[src/rtl/redmule_job_dispatcher_pkg.sv]
// redmule_job_dispatcher_pkg: shared constants, state encoding and helpers for the RedMulE job dispatcher.
// Contents: default register offsets, ACQUIRE busy-bit index, dispatch_state_e,
// legacy 3-bit state constants and the watchdog state-membership helper.
package redmule_job_dispatcher_pkg;

    localparam logic [31:0] DEF_JOB_OFFS  = 32'h40;
    localparam logic [31:0] DEF_ACQ_OFFS  = 32'h04;
    localparam logic [31:0] DEF_TRIG_OFFS = 32'h00;
    localparam int          BUSY_BIT      = 31;

    typedef enum logic [2:0] {IDLE, ACQ_REQ, ACQ_RESP, ACQ_GAP, WR_JOB, TRIG} dispatch_state_e;

    localparam logic [2:0] S_IDLE     = IDLE;
    localparam logic [2:0] S_ACQ_REQ  = ACQ_REQ;
    localparam logic [2:0] S_ACQ_RESP = ACQ_RESP;
    localparam logic [2:0] S_ACQ_GAP  = ACQ_GAP;
    localparam logic [2:0] S_WR_JOB   = WR_JOB;
    localparam logic [2:0] S_TRIG     = TRIG;

    // States in which the dispatcher is waiting on the accelerator port.
    function automatic logic is_watched(input logic [2:0] s);
        return s == S_ACQ_REQ || s == S_ACQ_RESP || s == S_WR_JOB || s == S_TRIG;
    endfunction

endpackage

[src/rtl/redmule_job_dispatcher_if.sv]
// redmule_job_dispatcher_if: hwpe periph control-port bundle between the dispatcher and the accelerator.
// Signals: req/gnt handshake, add (byte address), wen (1=read), be, data (write data), id,
// r_valid/r_data/r_id read response. master = dispatcher side, slave = accelerator side.
interface redmule_job_dispatcher_if #(
    parameter int unsigned ID_WIDTH = 8
);
    logic                req;
    logic                gnt;
    logic [31:0]         add;
    logic                wen;
    logic [3:0]          be;
    logic [31:0]         data;
    logic [ID_WIDTH-1:0] id;
    logic                r_valid;
    logic [31:0]         r_data;
    logic [ID_WIDTH-1:0] r_id;

    modport master (output req, add, wen, be, data, id, input gnt, r_valid, r_data, r_id);
    modport slave  (input req, add, wen, be, data, id, output gnt, r_valid, r_data, r_id);
endinterface

[src/rtl/redmule_job_dispatcher_id_fifo.sv]
// redmule_id_fifo: in-order FIFO of job IDs for jobs triggered but not yet completed.
// Ports: clk_i, rst_i (sync, active-high), push_i/data_i, pop_i/data_o (head), full_o, empty_o.
// A push while full is accepted only together with a pop.
module redmule_id_fifo #(
    parameter int unsigned DEPTH = 2,
    parameter int unsigned WIDTH = 8
) (
    input  logic             clk_i,
    input  logic             rst_i,
    input  logic             push_i,
    input  logic [WIDTH-1:0] data_i,
    input  logic             pop_i,
    output logic [WIDTH-1:0] data_o,
    output logic             full_o,
    output logic             empty_o
);
    localparam int PW = DEPTH > 1 ? $clog2(DEPTH) : 1;
    localparam int CW = $clog2(DEPTH + 1);

    logic [WIDTH-1:0] mem [DEPTH];
    logic [PW-1:0]    wr, rd;
    logic [CW-1:0]    cnt;
    logic             do_push, do_pop;

    assign full_o  = cnt == CW'(DEPTH);
    assign empty_o = cnt == '0;
    assign data_o  = mem[rd];
    assign do_pop  = pop_i && !empty_o;
    assign do_push = push_i && (!full_o || do_pop);

    always_ff @(posedge clk_i) begin
        if (rst_i) begin
            wr  <= '0;
            rd  <= '0;
            cnt <= '0;
            for (int i = 0; i < DEPTH; i++) mem[i] <= '0;
        end else begin
            if (do_push) mem[wr] <= data_i;
            wr  <= do_push ? (wr == PW'(DEPTH - 1) ? '0 : wr + PW'(1)) : wr;
            rd  <= do_pop ? (rd == PW'(DEPTH - 1) ? '0 : rd + PW'(1)) : rd;
            cnt <= cnt + CW'(do_push) - CW'(do_pop);
        end
    end
endmodule

[src/rtl/redmule_job_dispatcher.sv]
// redmule_job_dispatcher: hardware initiator that offloads job descriptors to a RedMulE control port.
// Ports: clk_i, rst_i (sync, active-high); job_valid_i/job_ready_o/job_regs_i descriptor stream;
// done_valid_o/done_ready_i/done_id_o completion stream; busy_o; periph (master modport of
// redmule_job_dispatcher_if); evt_i accelerator events (bit0 = job done); err_o sticky error.
// Optional: define REDMULE_DISPATCH_TIMEOUT_EN to add a 16-bit watchdog that aborts stuck jobs.
module redmule_job_dispatcher
    import redmule_job_dispatcher_pkg::*;
#(
    parameter int unsigned         N_JOB_REGS = 12,
    parameter int unsigned         ID_WIDTH   = 8,
    parameter int unsigned         N_CONTEXT  = 2,
    parameter logic [31:0]         BASE_ADDR  = 32'h0,
    parameter logic [31:0]         JOB_OFFS   = DEF_JOB_OFFS,
    parameter logic [31:0]         ACQ_OFFS   = DEF_ACQ_OFFS,
    parameter logic [31:0]         TRIG_OFFS  = DEF_TRIG_OFFS,
    parameter int unsigned         RETRY_GAP  = 4,
    parameter logic [ID_WIDTH-1:0] MY_ID      = 8'h5A
) (
    input  logic                     clk_i,
    input  logic                     rst_i,
    input  logic                     job_valid_i,
    output logic                     job_ready_o,
    input  logic [32*N_JOB_REGS-1:0] job_regs_i,
    output logic                     done_valid_o,
    input  logic                     done_ready_i,
    output logic [7:0]               done_id_o,
    output logic                     busy_o,
    redmule_job_dispatcher_if.master periph,
    input  logic [1:0]               evt_i,
    output logic                     err_o
);
    localparam int IW = $clog2(N_JOB_REGS);
    localparam int CW = $clog2(N_CONTEXT + 1);
    localparam int GW = $clog2(RETRY_GAP + 1);

    logic [2:0]    state, state_n;
    logic [IW-1:0] idx;
    logic [7:0]    job_id;
    logic          cooldown;
    logic [GW-1:0] gap_cnt;
    logic [31:0]   regs [N_JOB_REGS];
    logic [CW-1:0] inflight, pend;
    logic          done_valid_q, err_q, abort;
    logic [7:0]    done_id_q, fifo_head;
    logic          req, grant, accept, rsp, last, push, pop, evt_ok, out_free, ovf;
    logic          fifo_full, fifo_empty, unused_bits;

    // cooldown masks req for the cycle after each grant, so every transaction is 2 cycles minimum.
    assign req         = is_watched(state) && state != S_ACQ_RESP && !cooldown && !abort;
    assign grant       = req && periph.gnt;
    assign job_ready_o = !rst_i && state == S_IDLE && inflight < CW'(N_CONTEXT);
    assign accept      = job_valid_i && job_ready_o;
    assign rsp         = state == S_ACQ_RESP && periph.r_valid && periph.r_id == MY_ID;
    assign last        = idx == IW'(N_JOB_REGS - 1);
    assign push        = state == S_TRIG && grant;
    assign busy_o      = state != S_IDLE || inflight != '0;
    assign unused_bits = ^{evt_i[1], periph.r_data[30:8], fifo_full};

    assign periph.req  = req;
    assign periph.wen  = state == S_ACQ_REQ;
    assign periph.be   = 4'hF;
    assign periph.id   = MY_ID;
    assign periph.data = state == S_WR_JOB ? regs[idx] : '0;
    assign periph.add  = state == S_ACQ_REQ ? BASE_ADDR + ACQ_OFFS :
                         state == S_WR_JOB  ? BASE_ADDR + JOB_OFFS + 32'({idx, 2'b00}) :
                         state == S_TRIG    ? BASE_ADDR + TRIG_OFFS : '0;

    always_comb begin
        state_n = state;
        case (state)
            S_IDLE:     state_n = accept ? S_ACQ_REQ : S_IDLE;
            S_ACQ_REQ:  state_n = grant ? S_ACQ_RESP : S_ACQ_REQ;
            S_ACQ_RESP: state_n = !rsp ? S_ACQ_RESP : periph.r_data[BUSY_BIT] ? S_ACQ_GAP : S_WR_JOB;
            S_ACQ_GAP:  state_n = gap_cnt == GW'(RETRY_GAP - 1) ? S_ACQ_REQ : S_ACQ_GAP;
            S_WR_JOB:   state_n = grant && last ? S_TRIG : S_WR_JOB;
            S_TRIG:     state_n = grant ? S_IDLE : S_TRIG;
            default:    state_n = S_IDLE;
        endcase
        if (abort) state_n = S_IDLE;
    end

    always_ff @(posedge clk_i) begin
        if (rst_i) begin
            state    <= S_IDLE;
            idx      <= '0;
            job_id   <= '0;
            cooldown <= 1'b0;
            gap_cnt  <= '0;
            for (int i = 0; i < N_JOB_REGS; i++) regs[i] <= '0;
        end else begin
            state    <= state_n;
            cooldown <= grant;
            gap_cnt  <= state == S_ACQ_GAP ? gap_cnt + GW'(1) : '0;
            if (accept)
                for (int i = 0; i < N_JOB_REGS; i++) regs[i] <= job_regs_i[32*i +: 32];
            if (rsp && !periph.r_data[BUSY_BIT]) begin
                job_id <= periph.r_data[7:0];
                idx    <= '0;
            end else if (state == S_WR_JOB && grant && !last) begin
                idx <= idx + IW'(1);
            end
        end
    end

`ifdef REDMULE_DISPATCH_TIMEOUT_EN
    logic [15:0] wd;

    assign abort = is_watched(state) && wd == '0;

    always_ff @(posedge clk_i) begin
        if (rst_i) wd <= '1;
        else if (state_n != state && is_watched(state_n)) wd <= '1;
        else if (is_watched(state)) wd <= wd - 16'd1;
    end
`else
    assign abort = 1'b0;
`endif

    // An event is valid only if some triggered job has not yet been matched by an earlier event.
    assign evt_ok   = evt_i[0] && inflight > pend;
    assign out_free = !done_valid_q || done_ready_i;
    assign pop      = (evt_ok || pend != '0) && out_free && !fifo_empty;
    assign ovf      = evt_ok && !pop && pend == '1;

    redmule_id_fifo #(
        .DEPTH (N_CONTEXT),
        .WIDTH (8)
    ) i_id_fifo (
        .clk_i   (clk_i),
        .rst_i   (rst_i),
        .push_i  (push),
        .data_i  (job_id),
        .pop_i   (pop),
        .data_o  (fifo_head),
        .full_o  (fifo_full),
        .empty_o (fifo_empty)
    );

    always_ff @(posedge clk_i) begin
        if (rst_i) begin
            inflight     <= '0;
            pend         <= '0;
            done_valid_q <= 1'b0;
            done_id_q    <= '0;
            err_q        <= 1'b0;
        end else begin
            inflight     <= push && !pop && inflight == CW'(N_CONTEXT) ? inflight
                                                                      : inflight + CW'(push) - CW'(pop);
            pend         <= ovf ? pend : pend + CW'(evt_ok) - CW'(pop);
            done_valid_q <= pop || (done_valid_q && !done_ready_i);
            done_id_q    <= pop ? fifo_head : done_id_q;
            err_q        <= err_q || (evt_i[0] && !evt_ok) || ovf || abort;
        end
    end

    assign done_valid_o = done_valid_q;
    assign done_id_o    = done_id_q;
    assign err_o        = err_q;
endmodule

[src/flat_wrapper.sv]
// flat-port wrapper written by rule: the top's interface ports become plain ports
module redmule_job_dispatcher_flat import redmule_job_dispatcher_pkg::*;
#(
    parameter int unsigned         N_JOB_REGS = 12,
    parameter int unsigned         ID_WIDTH   = 8,
    parameter int unsigned         N_CONTEXT  = 2,
    parameter logic [31:0]         BASE_ADDR  = 32'h0,
    parameter logic [31:0]         JOB_OFFS   = DEF_JOB_OFFS,
    parameter logic [31:0]         ACQ_OFFS   = DEF_ACQ_OFFS,
    parameter logic [31:0]         TRIG_OFFS  = DEF_TRIG_OFFS,
    parameter int unsigned         RETRY_GAP  = 4,
    parameter logic [ID_WIDTH-1:0] MY_ID      = 8'h5A
)
  (clk_i, rst_i, job_valid_i, job_ready_o, job_regs_i, done_valid_o, done_ready_i, done_id_o, busy_o, evt_i, err_o, periph_req, periph_add, periph_wen, periph_be, periph_data, periph_id, periph_gnt, periph_r_valid, periph_r_data, periph_r_id);
  redmule_job_dispatcher_if #(.ID_WIDTH(ID_WIDTH)) periph_i ();
  input  logic clk_i;
  input  logic rst_i;
  input  logic job_valid_i;
  output logic job_ready_o;
  input  logic [32*N_JOB_REGS-1:0] job_regs_i;
  output logic done_valid_o;
  input  logic done_ready_i;
  output logic [7:0] done_id_o;
  output logic busy_o;
  input  logic [1:0] evt_i;
  output logic err_o;
  output wire logic [$bits(periph_i.req)-1:0] periph_req;
  output wire logic [$bits(periph_i.add)-1:0] periph_add;
  output wire logic [$bits(periph_i.wen)-1:0] periph_wen;
  output wire logic [$bits(periph_i.be)-1:0] periph_be;
  output wire logic [$bits(periph_i.data)-1:0] periph_data;
  output wire logic [$bits(periph_i.id)-1:0] periph_id;
  input wire logic [$bits(periph_i.gnt)-1:0] periph_gnt;
  input wire logic [$bits(periph_i.r_valid)-1:0] periph_r_valid;
  input wire logic [$bits(periph_i.r_data)-1:0] periph_r_data;
  input wire logic [$bits(periph_i.r_id)-1:0] periph_r_id;
  assign periph_req = periph_i.req;
  assign periph_add = periph_i.add;
  assign periph_wen = periph_i.wen;
  assign periph_be = periph_i.be;
  assign periph_data = periph_i.data;
  assign periph_id = periph_i.id;
  assign periph_i.gnt = periph_gnt;
  assign periph_i.r_valid = periph_r_valid;
  assign periph_i.r_data = periph_r_data;
  assign periph_i.r_id = periph_r_id;
  redmule_job_dispatcher #(.N_JOB_REGS(N_JOB_REGS), .ID_WIDTH(ID_WIDTH), .N_CONTEXT(N_CONTEXT), .BASE_ADDR(BASE_ADDR), .JOB_OFFS(JOB_OFFS), .ACQ_OFFS(ACQ_OFFS), .TRIG_OFFS(TRIG_OFFS), .RETRY_GAP(RETRY_GAP), .MY_ID(MY_ID)) u_core (.clk_i(clk_i), .rst_i(rst_i), .job_valid_i(job_valid_i), .job_ready_o(job_ready_o), .job_regs_i(job_regs_i), .done_valid_o(done_valid_o), .done_ready_i(done_ready_i), .done_id_o(done_id_o), .busy_o(busy_o), .periph(periph_i), .evt_i(evt_i), .err_o(err_o));
endmodule
[config.mk]
export PLATFORM = sky130hd
export DESIGN_NAME = redmule_job_dispatcher_flat
export DESIGN_NICKNAME = d
export VERILOG_FILES = /design/src/rtl/redmule_job_dispatcher_pkg.sv /design/src/rtl/redmule_job_dispatcher_if.sv /design/src/rtl/redmule_job_dispatcher_id_fifo.sv /design/src/rtl/redmule_job_dispatcher.sv /design/src/flat_wrapper.sv
export SDC_FILE = /design/constraint.sdc
export NUM_CORES = 1
export LEC_CHECK = 0
export BUFFER_PORTS_ARGS = -buffer_cell sky130_fd_sc_hd__buf_2
export CAP_MARGIN = 40
export CORE_AREA = 3 3 288 148
export CTS_CLUSTER_DIAMETER = 100
export DETAILED_ROUTE_END_ITERATION = 6
export DIE_AREA = 0 0 291 151
export HOLD_SLACK_MARGIN = 0.08
export PLACE_DENSITY_LB_ADDON = 0.3
export SLEW_MARGIN = 5
export SYNTH_ARGS = -nofsm -noshare
export SYNTH_HDL_FRONTEND = slang
export SYNTH_HIERARCHICAL = 1
export SYNTH_SLANG_ARGS = --single-unit
[constraint.sdc]
create_clock -name clk_i -period 8.91 [get_ports clk_i]
set_clock_uncertainty 0.1 [all_clocks]
set_input_delay 0.891 -clock clk_i [delete_from_list [all_inputs] [get_ports clk_i]]
set_output_delay 0.891 -clock clk_i [all_outputs]
set_load 0.05 [all_outputs]
==> metrics.md <==
| Metric | Value |
|---|---|
| H-tree Lvls | `2` |
| Pins over their slew limit | `0` |
| CTS Sinks | `442` |
| Initial core utilization | `0.500` |
| Relative slew margins | `0.221` |
| Num CTS Buffers | `40` |
| Switching power | `1.01 mW` |
| CP peak stage delay | `0.65 ns` |
| Area growth from synthesis to layout | `19.2%` |
| Cts repair resizes | `0` |
| Outcome | `finished, final reports clean` |
| CTS tree | `done` |
| Post-CTS Setup Repair Bufs | `0` |
| Die height | `151 microns` |
| Crit path arrival time | `3.27 ns` |
| Critical path startpoint category | `flop` |
| Via count of the first global-routing pass | `11,848` |
| Critical Path Slowest Stage Cell | `buf_4` |
| Routed WL | `49,000 microns` |
| Post-route insts no fill | `2,344` |
| Buffers on Ports | `458` |
| Fin crit share | `0.479` |
| Cts hold-fix bufs | `0` |
| Antenna Nets Post-Route | `0` |
| Yosys Warn Count | `6` |
| Reg2Reg Setup Slack | `5.65 ns` |
| Crit path max fanout | `35` |
| IO Pins | `522` |
| Row cnt | `52` |
| Switching share of total power | `0.222` |
| Reg-to-reg critical path startpoint | `u_core/state[2]$_SDFF_PP0_` |
| Synthesized area | `20,100 sq um` |
| Reg2reg path depth | `5` |
| Cell depth of the worst hold path | `1` |
| Longest Clk Path Bufs | `3` |
| Initial antenna violation count | `20` |
| Vias | `12,012` |
| Drt first pass iters | `5` |
| Clk Latency, worst-skew pair | `0.53 ns` |
| Residual DRC | `0` |
| Clock slew at reported path FFs | `0.06 ns` |
| Seq pwr share | `0.545` |
| HP Start | `u_core/gap_cnt[0]$_SDFF_PP0_` |
| Die ar. | `43,900 sq um` |
| Worst Tran Pin Value | `1.17 ns` |
| Routability cong. | `0.811` |
| Crit-path cells | `buf_4 -> mux4_2 -> mux2i_1 -> a21oi_1 -> buf_2` |
| Sequential cell area | `12,900 sq um` |
| Mapped Cells | `1,332` |
| Hold endpoint | `u_core/gap_cnt[0]$_SDFF_PP0_` |
| Pwr Density | `190 nW/um^2` |
| Combinational power share | `0.084` |
| Die Wd | `291 microns` |
| Clock Power Share | `0.371` |
| Worst hold margin | `0.325 ns` |
| RR Endpoint | `u_core/regs[2][16]$_SDFFCE_PN0P_` |
| Share of layout cells above drive strength 1 | `0.357` |
| Initial drt markers | `1,022` |
| Hold Violations, Final | `0` |
| Fmax | `234 MHz` |
| Crit end category | `output port` |
| Nets | `2,199` |
| Fillcell total | `3,208` |
| WP data required | `7.92 ns` |
| P_leak | `9.44 nW` |
| Power Internal | `3.55 mW` |
| RSZ-0062 raised after global routing | `no` |
| WL per Instance | `20.9 microns` |
| Worst vdd ir | `0.000124 V` |
| Util after Layout | `0.596` |
| GRT Total Usage | `0.214` |
| Multi-input logic area | `6660 sq um` |
| Vias per cell | `5.12` |
| Core area | `40,300 sq um` |
| Syn_area_per_cell | `15.1 sq um` |
| Inst Count DP | `2,252` |
| WS Path Type | `flop to output port` |
| Max-Cap Viols | `0` |
| Clock Root Buffer | `clkbuf_16` |
| Final Setup Violations | `0` |
| Setup TNS | `0 ns` |
| Dpl hpwl | `33,500 microns` |
| Final min period | `4.26 ns` |
| GR Overflow Total | `0` |
| Largest net degree at the start of global routing | `322` |
| First-pass GRT wire length | `70,400 microns` |
| Worst hold-check path type | `flop to flop` |
how the worst max path moves through the flow:
stage          slack (ns)  startpoint                               to
4_1_cts              4.54        flop                  periph_data[20]
3_3_place_gp         5.09        flop                  periph_data[20]
5_1_grt              4.26        flop                  periph_data[20]
2_1_floorplan        2.08       rst_i  u_core/regs[0][0]$_SDFFCE_PN0P_
6_report             4.65        flop                  periph_data[24]
3_5_place_dp         5.14        flop                  periph_data[20]
routing by layer:
metal | track usage | vias to the layer above | share of wire
met1 | 0.276 | 5974 | 0.39
met4 | 0.0676 | 2 | 0.021
met3 | 0.0387 | 71 | 0.054
met5 | 0 | - | 0.00041
li1 | - | 5645 | -
met2 | 0.374 | 320 | 0.53
worst max-delay path, delay by kind of cell, from the launching register on:
| kind | cells | cell delay (ns) |
|---|---|---|
| AOI/OAI and AO/OA | 1 | 0.13 |
| buffers and inverters | 2 | 0.88 |
| muxes | 2 | 1.08 |
| DFF | 1 | 0.57 |
state kept, by name, summed over array words and instances (netlist names), named ones only:
register / count
u_core/cooldown: 1
u_core/done_id_o: 8
u_core/done_valid_o: 1
u_core/err_o: 1
u_core/gap_cnt: 3
u_core/i_id_fifo/cnt: 2
u_core/i_id_fifo/mem: 16
u_core/i_id_fifo/rd: 1
u_core/i_id_fifo/wr: 1
u_core/idx: 4
u_core/inflight: 2
u_core/job_id: 8
u_core/pend: 2
u_core/regs: 384
u_core/state: 3
stage by stage:
| stage | instance area (sq um) | power [mW] | worst slack, ns |
|---|---|---|---|
| after floorplan | 20300 | 2.78 | 2.08 |
| after global placement | 22600 | 2.89 | 5.09 |
| after detailed placement | 22700 | 2.91 | 5.14 |
| after CTS | 23900 | 4.60 | 4.54 |
| after global routing | 24000 | 4.72 | 4.26 |
| final | 24000 | 4.56 | 4.65 |
cell type report:
cell class | count | area share
diodes | 21 | 0.00219
clock buffers | 55 | 0.0450
clock inverters | 16 | 0.00673
inverters | 12 | 0.00188
multi-input cells | 787 | 0.278
flip-flops and latches | 442 | 0.536
well taps | 540 | 0.0282
repair buffers | 471 | 0.102
cell usage in the layout, fill, tap and decap left out, types with 4 or more instances in the layout:
cell type  instances
clkbuf_16         41
o21ai_0           34
edfxtp_1         400
nand2b_1          20
diode_2           21
ha_1              13
clkinv_1           7
mux2_1             4
a211oi_1           4
and2_1           340
clkbuf_1          14
mux4_2            96
inv_1             11
buf_4              9
a21oi_1           36
mux2_2             4
xor2_1             6
conb_1            39
dfxtp_1           39
nor2_1            23
nand3_1            4
buf_2            457
nor3_1             8
mux2i_1           49
nor2b_1           70
power groups by stage:
stage                     combinational [mW]  clock (mW)  sequential (mW)
after CTS                              0.385        1.73             2.48
after global placement                 0.376           0             2.52
after floorplan                        0.253           0             2.53
after global routing                   0.418        1.81             2.49
after detailed placement               0.384           0             2.52
final                                  0.384        1.69             2.48
No activity file was read; power rests on OpenSTA's default activity.
